===== config.mk =====
export PLATFORM = sky130hd
export DESIGN_NAME = version_reporter
export DESIGN_NICKNAME = d
export VERILOG_FILES = /design/src/rtl/version_reporter.sv
export SDC_FILE = /design/constraint.sdc
export NUM_CORES = 1
export LEC_CHECK = 0
export ABC_AREA = 1
export CORE_AREA = 4 4 75 56
export DETAILED_ROUTE_END_ITERATION = 8
export DIE_AREA = 0 0 79 60
export GPL_TIMING_DRIVEN = 0
export HOLD_SLACK_MARGIN = 0.06
export PLACE_DENSITY = 0.82
export SLEW_MARGIN = 20
export SYNTH_ARGS = -nofsm -noshare
export SYNTH_HDL_FRONTEND = slang
export SYNTH_SLANG_ARGS = --single-unit

===== constraint.sdc =====
create_clock -name clk_i -period 4 [get_ports clk_i]
set_input_delay 0.8 -clock clk_i [delete_from_list [all_inputs] [get_ports clk_i]]
set_output_delay 0.8 -clock clk_i [all_outputs]
set_load 0.03 [all_outputs]

===== src/rtl/version_reporter.sv =====
// Reads the version-string window top word first and streams its non-zero bytes, MSB first, to the UART TX.
// Define VERSION_REPORTER_CRLF_EN to append CR/LF after the string.
//
// state   | meaning
// IDLE    | waiting for start_i
// REQ     | requesting the bus, waiting for grant
// ADDR    | driving the word address
// CAPTURE | latching read data into the shift register
// EMIT    | presenting bytes to the UART, skipping zero pad bytes
// CR      | sending carriage return (CRLF build only)
// LF      | sending line feed (CRLF build only)
// DONE    | one-cycle completion pulse
module version_reporter #(
  parameter int BaseAddress   = 0,
  parameter int NumCharacters = 44,
  parameter int address_width = 15,
  parameter int data_width    = 16
) (
  input  logic                     clk_i,
  input  logic                     reset_i,
  input  logic                     start_i,
  output logic                     busy_o,
  output logic                     done_o,
  output logic                     bus_req_o,
  input  logic                     bus_gnt_i,
  output logic [address_width-1:0] address_o,
  output logic                     rd_wr_o,
  input  logic [data_width-1:0]    data_i,
  output logic [7:0]               tx_data_o,
  output logic                     tx_valid_o,
  input  logic                     tx_ready_i
);

  localparam int Bpw      = data_width / 8;
  localparam int NumWords = (NumCharacters + Bpw - 1) / Bpw;
  localparam int WordIdxW = (NumWords > 1) ? $clog2(NumWords) : 1;
  localparam int ByteIdxW = (Bpw > 1) ? $clog2(Bpw) : 1;
  localparam logic [WordIdxW-1:0] LastWord = WordIdxW'(NumWords - 1);
  localparam logic [ByteIdxW-1:0] LastByte = ByteIdxW'(Bpw - 1);

`ifdef VERSION_REPORTER_CRLF_EN
  typedef enum logic [2:0] {IDLE, REQ, ADDR, CAPTURE, EMIT, CR, LF, DONE} state_t;
`else
  typedef enum logic [2:0] {IDLE, REQ, ADDR, CAPTURE, EMIT, DONE} state_t;
`endif

  state_t                state;
  logic [WordIdxW-1:0]   word_idx;
  logic [ByteIdxW-1:0]   byte_idx;
  logic [data_width-1:0] shreg;
  logic [data_width-1:0] shreg_shifted;
  logic [7:0]            next_byte;
  logic [7:0]            cap_byte;

  assign shreg_shifted = shreg << 8;
  assign next_byte     = shreg_shifted[data_width-1 -: 8];
  assign cap_byte      = data_i[data_width-1 -: 8];
  assign rd_wr_o       = 1'b0;

  always_ff @(posedge clk_i) begin
    if (reset_i) begin
      state      <= IDLE;
      word_idx   <= LastWord;
      byte_idx   <= '0;
      shreg      <= '0;
      busy_o     <= 1'b0;
      done_o     <= 1'b0;
      bus_req_o  <= 1'b0;
      address_o  <= '0;
      tx_data_o  <= '0;
      tx_valid_o <= 1'b0;
    end else begin
      case (state)
        IDLE: if (start_i) begin
          state     <= REQ;
          busy_o    <= 1'b1;
          bus_req_o <= 1'b1;
        end
        REQ: if (bus_gnt_i) begin
          state     <= ADDR;
          address_o <= address_width'(BaseAddress) + address_width'(word_idx);
        end
        ADDR: state <= CAPTURE;
        CAPTURE: begin
          shreg      <= data_i;
          byte_idx   <= '0;
          tx_data_o  <= cap_byte;
          tx_valid_o <= |cap_byte;
          bus_req_o  <= 1'b0;
          address_o  <= '0;
          state      <= EMIT;
        end
        // A zero byte has tx_valid_o low, so it advances without a handshake.
        EMIT: if (!tx_valid_o || tx_ready_i) begin
          shreg    <= shreg_shifted;
          byte_idx <= byte_idx + ByteIdxW'(1);
          if (byte_idx != LastByte) begin
            tx_data_o  <= next_byte;
            tx_valid_o <= |next_byte;
          end else if (word_idx != '0) begin
            word_idx   <= word_idx - WordIdxW'(1);
            tx_valid_o <= 1'b0;
            bus_req_o  <= 1'b1;
            state      <= REQ;
          end else begin
`ifdef VERSION_REPORTER_CRLF_EN
            tx_data_o  <= 8'h0D;
            tx_valid_o <= 1'b1;
            state      <= CR;
`else
            tx_valid_o <= 1'b0;
            done_o     <= 1'b1;
            state      <= DONE;
`endif
          end
        end
`ifdef VERSION_REPORTER_CRLF_EN
        CR: if (tx_ready_i) begin
          tx_data_o <= 8'h0A;
          state     <= LF;
        end
        LF: if (tx_ready_i) begin
          tx_valid_o <= 1'b0;
          done_o     <= 1'b1;
          state      <= DONE;
        end
`endif
        DONE: begin
          done_o   <= 1'b0;
          busy_o   <= 1'b0;
          word_idx <= LastWord;
          byte_idx <= '0;
          state    <= IDLE;
        end
        default: state <= IDLE;
      endcase
    end
  end

endmodule


-- After elaboration in Yosys (flattened, before gate mapping)
Index checks and enable logic that the tools add are counted.
- equal/unequal tests: 12
- mux-type cells: 32
- reductions and logical operators: 22
- add/subtract/negate cells: 2
- operators by type and width (cell ; number):
    8-bit case mux with 2 select lines ; 2
    15-bit case mux with 2 select lines ; 1
    8-bit 2-to-1 mux ; 3
    8-bit OR reduction ; 2
    15-bit 2-to-1 mux ; 1
    3-bit 2-to-1 mux ; 5
    5-bit 2-to-1 mux ; 3
    3-bit case mux with 5 select lines ; 1
    2-bit != test (second input constant) ; 7
    4-bit AND reduction ; 3
    1-bit 2-to-1 mux ; 10
    5-bit case mux with 2 select lines ; 1
    2-bit nonzero test ; 5
    1-bit case mux with 2 select lines ; 4
    2-bit AND reduction ; 4
    3-bit by 2-bit equality test with 1-bit output (second input constant) ; 2
    3-bit equality test (second input constant) ; 2
    5-bit AND reduction ; 1
    5-bit nonzero test ; 1
    5-bit by 1-bit subtractor with 5-bit output (second input constant) ; 1
    3-bit by 1-bit equality test with 1-bit output (second input constant) ; 1
    3-bit zero test ; 1
    1-bit case mux with 3 select lines ; 1
    3-bit AND reduction ; 1
    5 further kinds ; 5
- input port bits: 21
- register bits after elaboration: 44
- output and inout bits: 28

-- Logic depth before layout (Yosys ltp)
Gate-level depths: netlist of run 1.
- word-level depth: 5
- depth in mapped cells: 9

-- Worst setup path before layout of run 1
Ideal clock, no wire load.
- kind: input -> register
- start: input tx_ready_i
- end: register word_idx[1]
- required time: 3.936 ns
- path buffers: 0
- cell stages on the path: 8
- data arrival time: 1.514 ns
- library setup time: 0.064 ns
- path slack: 2.422 ns
- path through: inv_1 -> nand2_1 -> inv_1 -> o21ai_2 -> nand2_1 -> nor2_1 -> nor2_1 -> nor2_1
- cells in the longest elaborated chain, start to end: 3
- ends and longest elaborated chain (element ; line ; text):
    from (decl) ; 31 ; input logic tx_ready_i
    1-bit logical OR ; 94 ; EMIT: if (!tx_valid_o || tx_ready_i) begin
    2-bit != test (no line) ; n/a ;
    4-bit AND reduction (no line) ; n/a ;
    to (signal assigned) ; 63 ; word_idx <= LastWord;
    to (signal assigned) ; 101 ; word_idx <= word_idx - WordIdxW'(1);
    to (signal assigned) ; 131 ; word_idx <= LastWord;
    to (decl) ; 48 ; logic [WordIdxW-1:0] word_idx;
Every way passes these cells.
A chain may end at the register's enable or synchronous reset.

-- Worst setup path after layout of run 1
- start: register tx_valid_o
- end: output tx_valid_o
- RTL lines (element ; line ; text):
    from (decl) ; 30 ; output logic tx_valid_o,
    from (signal assigned) ; 88 ; tx_valid_o <= |cap_byte;
    from (signal assigned) ; 99 ; tx_valid_o <= |next_byte;
No word-level cell between the ends.

==> results.ini, run 1 <==
[die]
die_area_um2 = 4740
rows = 18
coreArea_um2 = 3470
io_pins = 49
initial_core_util_pct = 49.0
die_y_um = 60
die_w_um = 79

[sta]
fin_skew_ns = 0.00963
rsz0062_at_grt = false
fmax_mhz = 465
finalCritPeriodShare_pct = 53.7
slew_headroom_pct = 63.6
hold_viol_final = 0
slew_viol_final = 0
fin_crit_ns = 2.15
worst_pin_slew_ns = 0.544
holdWs_ns = 0.457
setup_slack_ns = 1.85
setup_viol = 0
fin_tns_setup_ns = 0

[cts]
cts.repair.resized = 0
postCtsSetupRepairBufs = 0
cts.reportedPaths.clkPinSlew_ns = 0.07
cts_tree = done
cts_buffers = 5
cts.root.buffer_cell = clkbuf_8
clk_latency_ns = 0.29
clockBufferDepth = 2
clock_sinks = 34
ctsHoldBuffers = 0
htree_levels = 2

[finish]
multi_input_area_um2 = 821
area_growth_pct = 35.8
final_cells = 360
nFillCells = 318
drive_gt1_share_pct = 10.0
insertedDiodeCount = 0
regArea_um2 = 681
finalNetCount = 331

[placement]
place_inst = 352
place_hpwl_um = 3050
io_buffers = 37
pre_cts_ws_ns = 1.68
place.gp.congestion = 0.914

[worst_setup_path]
cp-end-kind = output port
path_buf_inv = 1
cp_slowest_stage_delay_ns = 0.69
cp_top_family = buffers and inverters
crit_fanout = 3
crit_type = flop to output port
cp.arrival_ns = 1.35
cp_slowest_cell = clkdlybuf4s50_1
startpoint_type = flop
path_cells = clkdlybuf4s50_1
worst-path-stages = 1
critical_path_required_ns = 3.20
reg2reg_depth = 7

[synth]
ys_types = 21
synth-seq-cells = 34
syn-mean-instance-area_um2 = 6.67
ys_warn_count = 0
synthesis.instances = 255
synth_area_leader_cell = dfxtp_1
seq_area_frac_synth_pct = 40.0
synth.area.top_cells = dfxtp_1 (40%), nand2_1 (14%), nor2_1 (9.9%)
synth_area_um2 = 1700
synth_top_area_share_pct = 40.0

[global_routing]
grt_pass1_wl_um = 6900
grt_max_degree = 13
grt_use_total_pct = 19.1
overflow = 0
grt_pass1_vias = 1575
antenna_found_initial = 0

[run_status]
status = finished, final reports clean

[power_and_ir_drop]
seq_power_share_pct = 32.8
p_per_area_nw_per_um2 = 695
p_int_mw = 0.971
p_sw_mw = 0.635
switching_share_pct = 39.5
p_clk_share_pct = 23.7
irDropWorstVdd_uv = 358
p_leak_nw = 1.05
combPwrFrac_pct = 43.5
p_total_mw = 1.61

[route]
drt_iter0_drc = 134
dr.pass1.iters = 5
vias = 1692
totalWireLength_um = 4030
ant_nets = 0
drc_errors = 0
wl_per_cell_um = 11.2
via_per_inst = 4.70

[hold_path]
hp-class = flop to flop
holdPathStages = 2

[run]
drv_cap = 0

==> worst register-to-register path, cell delays in order, from the launching register on <==
cell and delay, ns:
dfxtp_1 0.52, nand2_1 0.12, nor2_1 0.30, inv_1 0.12
nand2_1 0.13, inv_1 0.14, nand2_1 0.10, a21oi_1 0.06
==> flip-flops by register name, summed over array words and instances, names as in the netlist <==
register	cells
address_o	5
bus_req_o	1
busy_o	1
byte_idx	1
done_o	1
shreg	8
state	3
tx_data_o	8
tx_valid_o	1
word_idx	5
==> kinds of logic after synthesis <==
| family | share of synthesized area (%) |
|---|---|
| adders and majority gates | 0.736 |
| AOI/OAI and AO/OA | 13.1 |
| buffers and inverters | 13.9 |
| and+or+nand+nor | 32.0 |
| other | 0.221 |
| DFF | 40.0 |
==> cell usage in the layout (no fill, tap or decap) <==
master and n:
nand3b_1 1, clkbuf_1 2, conb_1 11, ha_1 1
buf_4 12, nand3_1 15, clkbuf_8 5, or2_2 2
inv_2 2, nor2_1 45, nand4_1 3, o21ai_2 2
buf_6 2, clkdlybuf4s50_1 37, nand2_2 1, o21ai_0 18
nand2_1 62, a21oi_1 17, a211oi_1 2, o211ai_1 2
nor2_4 2, clkinv_4 1, inv_1 29, dfxtp_1 34
bufinv_16 2
==> synth_stat cells (all sizes together) <==
library cell,number
a211oi,2
a21oi,17
buf,14
clkbuf,2
conb,1
dfxtp,34
ha,1
inv,31
nand2,63
nand3,15
nand3b,1
nand4,3
nor2,47
o211ai,2
o21ai,20
or2,2
==> final cells by class <==
type	instances	area share [%]
Multi-Input combinational cell	184	35.6
Sequential cell	34	29.5
Timing Repair Buffer	37	16.0
Buffer	16	5.20
Inverter	31	5.04
Clock buffer	5	2.98
Clock inverter	3	2.98
Tap cell	50	2.71
==> routing by layer <==
metal / vias up / part of all wire (%) / GRT usage (%)
li1: 891 / - / -
met4: 0 / 1.1 / 6.13
met1: 726 / 46 / 25.0
met2: 70 / 43 / 29.1
met3: 5 / 9.3 / 7.38
met5: - / 0 / 0
==> per-stage QoR <==
step                      util [%]  area (um2)
final                         66.6        2310
after global routing          66.6        2310
after CTS                     66.6        2310
after detailed placement      62.6        2170
after global placement        62.6        2170
after floorplan                  -        1740
==> worst paths after layout <==
check             slack (ns)    endpoint        from
setup / recovery        1.85  tx_valid_o  tx_valid_o
hold / removal          0.46   bus_req_o   bus_req_o
setup reg to reg        2.39    shreg[7]    state[0]
hold reg to reg         0.46   bus_req_o   bus_req_o
==> power groups by stage <==
stage / Combinational (mW) / Sequential (mW) / Clock [mW]
detailed placement: 0.696 / 0.531 / 0
global placement: 0.686 / 0.526 / 0
CTS: 0.701 / 0.525 / 0.387
global route: 0.781 / 0.543 / 0.405
finish: 0.699 / 0.526 / 0.381
floorplan: 0.360 / 0.641 / 0
No activity file was read; power rests on OpenSTA's default activity.
==> run 2: changes to the inputs <==
CORE_AREA = 4 4 77 58   (was 4 4 75 56)
DIE_AREA = 0 0 81 62   (was 0 0 79 60)
PLACE_DENSITY = 0.77   (was 0.82)
clock period = 2.2 ns   (was 4 ns; I/O delays follow)
==> run 2 against run 1 <==
Worst hold slack about the same; clock-buffer cell count unchanged; sequential share of layout area about the same; clock skew down 0.0043 ns; combinational power up 83%; cell area up 0.11%; critical path depth unchanged; global-route usage down 1.9 points; sequential power up 81%; highest routed layer unchanged; routed wire length down 0.74%; final cell count up 0.56%; die area up 5.9%; largest cell class unchanged.
==> results.ini, run 2 (synthesis gave the netlist of run 1 again) <==
[run_status]
status = finished, final reports clean

[sta]
slew_viol_final = 0
hold_viol_final = 0
fmax_mhz = 569
fin_crit_ns = 1.76
setup_viol = 0
rsz0062_at_grt = false
fin_tns_setup_ns = 0
slew_headroom_pct = 63.4
finalCritPeriodShare_pct = 79.9
fin_skew_ns = 0.00537
worst_pin_slew_ns = 0.547

[die]
die_w_um = 81
rows = 19
die_area_um2 = 5020
coreArea_um2 = 3760
io_pins = 49
initial_core_util_pct = 45.3
die_y_um = 62

[finish]
final_cell_mix = nand2_1 (62), nor2_1 (45), clkdlybuf4s50_1 (37)
top_regs = shreg x8, tx_data_o x8
utilization_pct = 61.5
finalNetCount = 331
area_growth_pct = 35.9
mostFrequentLayoutCell = nand2_1
drive_gt1_share_pct = 10.0
fin_area_um2 = 2310
nFillCells = 367
insertedDiodeCount = 0

[route]
dr.pass1.iters = 5
wl_per_cell_um = 11.1
ant_nets = 0
drc_errors = 0
totalWireLength_um = 4000
via_per_inst = 4.69
drt_iter0_drc = 97
vias = 1696

[global_routing]
grt_pass1_vias = 1481
antenna_found_initial = 0
grt_pass1_wl_um = 6520
grt_max_degree = 13
overflow = 0
grt_use_total_pct = 17.2

[cts]
htree_levels = 2
clock_sinks = 34
cts.root.buffer_cell = clkbuf_8
cts_tree = done
ctsHoldBuffers = 0
cts.reportedPaths.clkPinSlew_ns = 0.07
cts_buffers = 5
clockBufferDepth = 2
clk_latency_ns = 0.29
cts.repair.resized = 0
postCtsSetupRepairBufs = 0

[worst_setup_path]
critical_path_required_ns = 1.76
cp-end-kind = output port
cp_top_family = buffers and inverters
crit_type = flop to output port
path_buf_inv = 1
cp.arrival_ns = 1.32
startpoint_type = flop
cp_slowest_stage_delay_ns = 0.68
path_cells = clkdlybuf4s50_1
cp_slowest_cell = clkdlybuf4s50_1
crit_fanout = 3

[power_and_ir_drop]
irDropWorstVdd_uv = 614
combPwrFrac_pct = 43.7
p_sw_mw = 1.17
p_per_area_nw_per_um2 = 1270
p_int_mw = 1.76
seq_power_share_pct = 32.4
p_clk_share_pct = 23.8
p_leak_nw = 1.05
switching_share_pct = 39.8

[placement]
place_hpwl_um = 3000
place.gp.congestion = 0.922
io_buffers = 37
postPlaceCellArea_um2 = 2170

[hold_path]
hp-class = flop to flop

[run]
drv_cap = 0

run 2: cell counts in the layout (fill, tap and decap cells not counted):
No cell type changed its count.
run 2: cell type report:
| type | instances | area, um2 | area share (%) |
|---|---|---|---|
| multi-input cells | 184 | 821 | 35.5 |
| clock buffers | 5 | 68.8 | 2.98 |
| plain buffers | 16 | 120 | 5.20 |
| repair buffers | 37 | 370 | 16.0 |
| well taps | 52 | 65.1 | 2.82 |
| clock inverters | 3 | 68.8 | 2.98 |
| flip-flops and latches | 34 | 681 | 29.5 |
| inverters | 31 | 116 | 5.04 |
run 2: metal layers:
metal	track usage, %	vias to the layer above	wire length [um]
li1	-	888	-
met1	23.0	749	1980
met5	0	-	0
met2	26.9	55	1750
met3	5.76	4	237
met4	4.34	0	39
run 2: final timing paths:
check	from	to	slack, ns	cells after the start
setup / recovery	tx_valid_o	tx_valid_o	0.44	1
hold reg to reg	bus_req_o	bus_req_o	0.46	2
setup reg to reg	state[0]	shreg[7]	0.63	7
hold / removal	bus_req_o	bus_req_o	0.46	2
run 2: metrics by stage:
| stage | hold WS, ns | cells | power [mW] | setup slack, ns |
|---|---|---|---|---|
| 6_report | 0.457 | 362 | 2.93 | 0.442 |
| 2_1_floorplan | 0.435 | 265 | 1.82 | 0.927 |
| 4_1_cts | 0.464 | 362 | 2.95 | 0.426 |
| 5_1_grt | 0.480 | 362 | 3.12 | 0.390 |
| 3_3_place_gp | 0.441 | 354 | 2.21 | 0.261 |
| 3_5_place_dp | 0.445 | 354 | 2.23 | 0.258 |
run 2: power by group through the flow:
stage,clock network (mW),logic (mW),registers [mW]
floorplan,0,0.654,1.17
global placement,0,1.25,0.955
detailed placement,0,1.27,0.961
CTS,0.711,1.28,0.950
global route,0.734,1.41,0.979
finish,0.698,1.28,0.950
==> run 3: changes to the inputs <==
clock period = 1.7 ns   (was 2.2 ns; I/O delays follow)
==> run 3 against run 2 <==
Register-to-register slack lost 0.41 ns; power increased by 30%; clock-buffer cell count did not move; clock skew about the same; utilization grew 0.20 points; routed wire length up 0.67%; global-route usage stayed put; sequential power grew 29%; sequential share of layout area decreased by 0.095 points; final cell count stayed put; die area unchanged; critical path type unchanged; largest power group unchanged.
==> results.ini, run 3 (synthesis gave the netlist of run 1 again) <==
[worst_setup_path]
crit_type = flop to output port
cp.arrival_ns = 1.32
cp_slowest_cell = clkdlybuf4s50_1
path_cells = clkdlybuf4s50_1
cp_slowest_stage_delay_ns = 0.68
startpoint_type = flop
path_buf_inv = 1
cp_top_family = buffers and inverters
crit_fanout = 3
critical_path_required_ns = 1.36
cp-end-kind = output port

[cts]
clk_latency_ns = 0.29
htree_levels = 2
cts_tree = done
cts_buffers = 5
postCtsSetupRepairBufs = 0
ctsHoldBuffers = 0
clockBufferDepth = 2
cts.root.buffer_cell = clkbuf_8
clock_sinks = 34
cts.reportedPaths.clkPinSlew_ns = 0.07

[route]
wl_per_cell_um = 11.1
via_per_inst = 4.69
routed-wl-met2_um = 1770
drt_iter0_drc = 100
vias = 1699
dr.pass1.iters = 5
totalWireLength_um = 4030
wl_met3_um = 218
ant_nets = 0
top_layer_used = met4
wl_met1_um = 2000
drc_errors = 0

[placement]
postPlaceCellArea_um2 = 2170
io_buffers = 37
pre_cts_ws_ns = -0.142
place_hpwl_um = 3000
place.gp.congestion = 0.922

[sta]
setup_slack_ns = 0.0373
fin_skew_ns = 0.00491
slew_viol_final = 0
worst_pin_slew_ns = 0.540
setup_viol = 0
slew_headroom_pct = 63.9
fmax_mhz = 601
finalCritPeriodShare_pct = 97.8
fin_tns_setup_ns = 0
rsz0062_at_grt = false
fin_crit_ns = 1.66
hold_viol_final = 0

[power_and_ir_drop]
p_leak_nw = 1.08
irDropWorstVdd_uv = 795
p_per_area_nw_per_um2 = 1640
p_total_mw = 3.79

[finish]
drive_gt1_share_pct = 10.3
top_regs = shreg x8, tx_data_o x8
finalNetCount = 331
mostFrequentLayoutCell = nand2_1
fin_area_um2 = 2320
final_cell_mix = nand2_1 (62), nor2_1 (44), clkdlybuf4s50_1 (35)
insertedDiodeCount = 0
area_growth_pct = 36.4
utilization_pct = 61.7

[die]
rows = 19
die_w_um = 81
initial_core_util_pct = 45.3
coreArea_um2 = 3760
io_pins = 49
die_y_um = 62
die_area_um2 = 5020

[run]
drv_cap = 0

[hold_path]
hp-class = flop to flop

[global_routing]
grt_pass1_vias = 1481
overflow = 0
grt_pass1_wl_um = 6520
antenna_found_initial = 0
grt_max_degree = 13
grt_use_total_pct = 17.2

[run_status]
status = finished, final reports clean

-- run 3: changes by cell type in the layout (fill, tap and decap cells not counted) --
| cell | delta |
|---|---|
| clkdlybuf4s50_1 | -2 |
| dlymetal6s2s_1 | +2 |
| nor2_1 | -1 |
| nor2_2 | +1 |
-- run 3: final timing paths --
| kind | from | endpoint | slack [ns] | cells after the start |
|---|---|---|---|---|
| worst max-delay path | tx_valid_o | tx_valid_o | 0.04 | 1 |
| worst min-delay path | bus_req_o | bus_req_o | 0.46 | 2 |
| worst max register to register | state[0] | shreg[7] | 0.22 | 7 |
| worst min register to register | bus_req_o | bus_req_o | 0.46 | 2 |
-- run 3: layout make-up --
class	instances	area [um2]
Fill cell	364	1440
Clock buffer	5	68.8
Inverter	31	116
Timing Repair Buffer	37	375
Tap cell	52	65.1
Multi-Input combinational cell	184	823
Buffer	16	120
Sequential cell	34	681
Clock inverter	3	68.8
-- run 3: where the power goes --
group          total (mW)  internal (mW)  switching [mW]
clock network       0.908          0.588           0.321
logic                1.66          0.655            1.00
registers            1.23           1.04           0.191
-- run 3: repair_timing --
action,CTS,global route
endpoints found under the setup margin,0,10
resized for setup,0,3
hold endpoints to repair,0,0
-- run 3: metal layers --
| layer | vias to the layer above | global-route usage, % |
|---|---|---|
| met4 | 0 | 4.34 |
| met2 | 48 | 26.9 |
| met5 | - | 0 |
| met1 | 758 | 23.0 |
| met3 | 5 | 5.76 |
| li1 | 888 | - |
-- run 3: per-stage QoR --
step | hold WS (ns) | instances
finish | 0.457 | 362
floorplan | 0.409 | 265
CTS | 0.464 | 362
global route | 0.480 | 362
detailed placement | 0.445 | 354
global placement | 0.441 | 354
